==> config.mk <==
export PLATFORM = sky130hd
export DESIGN_NAME = skid_reg
export DESIGN_NICKNAME = d
export VERILOG_FILES = /design/src/rtl/skid_reg.sv
export SDC_FILE = /design/constraint.sdc
export NUM_CORES = 1
export LEC_CHECK = 0
export ABC_AREA = 1
export CAP_MARGIN = 40
export CORE_MARGIN = 2
export CORE_UTILIZATION = 51
export CTS_CLUSTER_DIAMETER = 40
export DETAILED_ROUTE_END_ITERATION = 8
export PLACE_DENSITY = 0.84
export SYNTH_ARGS = -nofsm -noshare
export SYNTH_HDL_FRONTEND = slang
export SYNTH_SLANG_ARGS = --single-unit
==> constraint.sdc <==
create_clock -name clk -period 3 [get_ports clk]
set_clock_uncertainty 0.05 [all_clocks]
set_input_delay 0.6 -clock clk [delete_from_list [all_inputs] [get_ports clk]]
set_output_delay 0.6 -clock clk [all_outputs]
set_load 0.005 [all_outputs]
==> src/rtl/skid_reg.sv <==
// Two-slot registered valid/ready stage: main slot drives the output, skid slot
// absorbs the one beat that arrives while downstream stalls. All outputs are flops.
module skid_reg #(
    parameter int unsigned DATA_WIDTH = 8
) (
    input  logic                  clk,
    input  logic                  rst,
    input  logic [DATA_WIDTH-1:0] din_data,
    input  logic                  din_vld,
    output logic                  din_rd,
    output logic [DATA_WIDTH-1:0] dout_data,
    output logic                  dout_vld,
    input  logic                  dout_rd
);

    localparam logic [1:0] ST_EMPTY = 2'd0;
    localparam logic [1:0] ST_ONE   = 2'd1;
    localparam logic [1:0] ST_FULL  = 2'd2;

    // Declaration values make power-up match the reset state.
    logic [1:0]            state_q    = ST_EMPTY;
    logic [DATA_WIDTH-1:0] main_q     = '0;
    logic [DATA_WIDTH-1:0] skid_q     = '0;
    logic                  din_rd_q   = 1'b1;
    logic                  dout_vld_q = 1'b0;

    logic [1:0]            state_d;
    logic [DATA_WIDTH-1:0] main_d;
    logic [DATA_WIDTH-1:0] skid_d;
    logic                  in_xfer;
    logic                  out_xfer;

    assign in_xfer  = din_vld & din_rd_q;
    assign out_xfer = dout_vld_q & dout_rd;

    // Next state and slot contents.
    always_comb begin
        state_d = state_q;
        main_d  = main_q;
        skid_d  = skid_q;
        case (state_q)
            ST_EMPTY: begin
                if (in_xfer) begin
                    main_d  = din_data;
                    state_d = ST_ONE;
                end
            end
            ST_ONE: begin
                if (in_xfer && out_xfer) begin
                    main_d = din_data;
                end else if (in_xfer) begin
                    skid_d  = din_data;
                    state_d = ST_FULL;
                end else if (out_xfer) begin
                    state_d = ST_EMPTY;
                end
            end
            ST_FULL: begin
                if (out_xfer) begin
                    main_d  = skid_q;
                    state_d = ST_ONE;
                end
            end
            default: begin
                state_d = ST_EMPTY;
            end
        endcase
    end

    // Handshake flags are precomputed from the next state so they stay pure flops.
    always_ff @(posedge clk) begin
        if (rst) begin
            state_q    <= ST_EMPTY;
            main_q     <= '0;
            skid_q     <= '0;
            din_rd_q   <= 1'b1;
            dout_vld_q <= 1'b0;
        end else begin
            state_q    <= state_d;
            main_q     <= main_d;
            skid_q     <= skid_d;
            din_rd_q   <= (state_d != ST_FULL);
            dout_vld_q <= (state_d != ST_EMPTY);
        end
    end

    assign din_rd    = din_rd_q;
    assign dout_vld  = dout_vld_q;
    assign dout_data = main_q;

endmodule

# Word level (Yosys, flattened, before mapping)
# Cells that the tools add are included.
totals:
  ff_bits: 20
  input_bits: 12
  out_inout_bits: 10
  wordCells: 30
classes:
  n_eq_ne: 6
  n_mux: 10
  bitwise: 3
  reduce_logical: 6
op_table:
  columns: ["operator", "count"]
  rows:
  - ["8-bit two-way mux", 3]
  - ["8-bit case mux with 3 select lines", 1]
  - ["2-bit two-way mux", 5]
  - ["2-bit inequality test (second input constant)", 4]
  - ["2-bit case mux with 3 select lines", 1]
  - ["4-bit AND reduction", 1]
  - ["3-bit AND reduction", 1]
  - ["3-bit nonzero test", 1]
  - ["1-bit bitwise AND", 2]
  - ["2-bit by 1-bit equality test with 1-bit output (second input constant)", 1]
  - ["2-bit equality test (second input constant)", 1]
  - ["2-bit zero test", 1]
  - ["2-bit nonzero test", 1]
  - ["1-bit logical AND", 1]
  - ["1-bit inverter", 1]

# Depth between registers and ports, before layout
depth:
  ltp_word: 6
  depth_mapped: 8
  ltp_nobuf: 7

# Worst setup path after synthesis
# OpenSTA, ideal clock, no wires.
synth_path:
  kind: "input port to flip-flop"
  startpoint: "input dout_rd"
  endpoint: "register dout_vld_q, in the netlist dout_vld"
  setup_time_ns: 0.115
  arrival_time_ns: 1.225
  t_required_ns: 2.835
  setup_slack_ns: 1.610
  stages: 7
  n_path_buf: 1
  cell_sequence: "nand2_1 o21ai_0 nand2_2 buf_6 nand2_1 nand2_1 nand2_1"
synth_between:
  elab_chain_cells: 6
  elab_cells_between_ends: 8
  classes_between: "mux (5); bitwise (1); reduce/logical (2)"
synth_lines:
  columns: ["element", "line", "text"]
  rows:
  - ["start, declared", "13", "input logic dout_rd"]
  - ["1-bit bitwise AND *", "34", "assign out_xfer = dout_vld_q & dout_rd;"]
  - ["2-bit two-way mux", "54", "end else if (out_xfer) begin"]
  - ["2-bit two-way mux", "51", "end else if (in_xfer) begin"]
  - ["2-bit two-way mux", "49", "if (in_xfer && out_xfer) begin"]
  - ["2-bit case mux with 3 select lines *", "41", "case (state_q)"]
  - ["2-bit nonzero test *", "83", "dout_vld_q <= (state_d != ST_EMPTY);"]
  - ["end signal, assigned", "83", null]
  - ["end, declared", "25", "logic dout_vld_q = 1'b0;"]
# Every way passes the cells marked *; elsewhere a longest branch is shown, timed or not.
# A chain may end at the register's enable or synchronous reset.

# Worst setup path in the final report
layout_path:
  startpoint: "register main_q[0], in the netlist dout_data[0]"
  endpoint: "output dout_data[0]"
layout_rtl:
  columns: ["element", "line", "text"]
  rows:
  - ["start, declared", "22", "logic [DATA_WIDTH-1:0] main_q = '0;"]
  - ["start signal, assigned", "80", "main_q <= main_d;"]
  - ["end, declared", "11", "output logic [DATA_WIDTH-1:0] dout_data,"]
# No word-level cell between the ends.

==> metrics.txt <==
Synth Net Count 154; Slew HR 69.5%; Setup TNS 0 ps; port bufs 21; cell count after synthesis 142; clk buf depth 2; Post-CTS Setup Bufs 0; CP Buf/Inv Count 1; routed via count 859; CTS tree built; fmax 545 MHz; CP endpoint kind output port; hold crit path type reg -> reg; post-route ant nets 0; vias per cell 4.57; Final setup viols 0; share of cells above drive strength 1 4.29%; post-synthesis cell area 912 um^2; RePlAce Congestion 0.777; fin. max-slew vios 0; synthesized area per cell 6.42 um^2; Cell Rows 15; Design Power 0.657 mW; WL/cell 9.29 um; Area growth syn-to-layout 25.9%; Seq pwr share 48.6%; CP arrival 1180 ps; Worst-Skew Late Latency 300 ps; non-filler cells, final 188; status complete, no violations; Period minus WS final 1830 ps; total grt overflow 0; WS Path Type reg -> out; all-layer global routing usage 18.3%; CP max stage delay 520 ps; DIE WIDTH 46.3 um; Max-Cap Viols 0; first-pass GRT wire length 2760 um; Seq/Total Area, Yosys 43.9%; vias in the first global route 672; Worst path slowest cell clkdlybuf4s50_1; Routed WL 1750 um; Die Y 46.3 um; full die area 2140 um^2; Switching Fraction 29.6%; Antenna diodes 0; H-tree depth 1; post-synth cell types 13; TritonCTS Buffers 3; io pins 22; part of the power in the clock network 23.9%; placed insts 184; CP Max Fanout 2; pwr dens 572 nW/um^2; final worst path period share 61.1%; Initial Util 53.4%; Internal 0.462 mW; Critical Path, Cell by Cell clkdlybuf4s50_1; final net count 176; iteration count of the initial detailed-routing pass 4; post-cts sizing count 0; Comb pwr share 27.5%; clock sinks 20; core area 1710 um^2; initial antenna violation count 0; Sw Pwr 0.195 mW; dpl hpwl 1220 um; cell leakage power 0.602 nW; FF+latch count, synth 20; Max VDD drop 0.380 mV; pin count of the biggest net entering global routing 19; crit-path leading delay family buffers and inverters; DRC 0; hold buffers post-CTS 0; Yosys warnings 0; Detailed Route Iter0 Violations 21; final hold vios 0; Critical Path Start Type flip-flop; Tightest Pin Transition 455 ps; clk root buf clkbuf_4; RSZ-0062 raised after global routing false; WP data required 2350 ps; clock-pin slew on the worst setup and hold paths 110 ps
worst register-to-register path, delay by kind of cell, from the launching register on:
kind / cells / cell delay, ps
DFF: 1 / 390
buffers and inverters: 1 / 90
and+or+nand+nor: 6 / 840
Yosys cell counts, drive strengths merged:
cell type  count  share of area [%]
nor2          33                 14
clkinv         1               0.41
inv           21                8.6
nand4          1               0.69
clkbuf         1                1.5
buf            3                3.0
nand3          3                2.2
o21ai          9                4.9
nand2         50                 21
dfxtp         20                 44
final cells by class:
| cell class | count | area [um^2] |
|---|---|---|
| multi-input cells | 96 | 388 |
| inverters | 22 | 82.6 |
| well taps | 25 | 31.3 |
| repair buffers | 21 | 210 |
| flip-flops and latches | 20 | 400 |
| fillers | 156 | 559 |
| clock buffers | 4 | 36.3 |
cell usage in the layout (no fill, tap or decap), drive strengths merged:
cell,netlist,final
clkbuf,1,4
clkdlybuf4s50,0,21
clkinv,1,1
dfxtp,20,20
inv,21,21
nand2,50,50
nand3,3,3
nand4,1,1
nor2,33,33
o21ai,9,9
sequential cells by signal (all words and copies together), names as in the netlist:
| name | flops |
|---|---|
| state_q | 2 |
| skid_q | 8 |
| dout_vld | 1 |
| dout_data | 8 |
| din_rd | 1 |
final timing paths:
path	end	start	slack (ps)	depth (start not counted)
worst max-delay path	dout_data[0]	dout_data[0]$_SDFFE_PP0P_	1170	1
worst min-delay path	dout_data[1]$_SDFFE_PP0P_	dout_data[1]$_SDFFE_PP0P_	470	4
worst max register to register	dout_vld$_SDFF_PP0_	state_q[0]$_SDFF_PP0_	1530	7
worst min register to register	dout_data[1]$_SDFFE_PP0P_	dout_data[1]$_SDFFE_PP0P_	470	4
logic make-up (layout without fill, tap and decap cells):
logic type      Yosys count  count (layout)  synth area share, %
compound gates            9               9                 4.94
buf+inv                  26              47                 13.6
simple gates             87              87                 37.6
flops                    20              20                 43.9
per-layer routing:
layer / GRT usage (%) / wire, um / up-vias
met3: 3.92 / 68 / 5
met2: 31.1 / 849 / 27
met5: 0 / 0 / -
met1: 20.8 / 788 / 370
met4: 10.3 / 40 / 0
li1: - / - / 457
metrics by stage:
| step | hold WS [ps] | util (%) | cell area, um^2 | worst slack [ps] |
|---|---|---|---|---|
| 2_1_floorplan | 439 | - | 912 | 1610 |
| 3_3_place_gp | 446 | 65.1 | 1110 | 1020 |
| 3_5_place_dp | 455 | 65.1 | 1110 | 1040 |
| 4_1_cts | 474 | 67.3 | 1150 | 1150 |
| 5_1_grt | 510 | 67.3 | 1150 | 1120 |
| 6_report | 468 | 67.3 | 1150 | 1170 |
power groups by stage:
| stage | Sequential (mW) | Combinational (mW) | Clock [mW] |
|---|---|---|---|
| floorplan | 0.325 | 0.111 | 0 |
| global placement | 0.323 | 0.176 | 0 |
| detailed placement | 0.326 | 0.180 | 0 |
| CTS | 0.319 | 0.182 | 0.161 |
| global route | 0.322 | 0.209 | 0.171 |
| finish | 0.319 | 0.181 | 0.157 |
No activity file was read; power rests on OpenSTA's default activity.
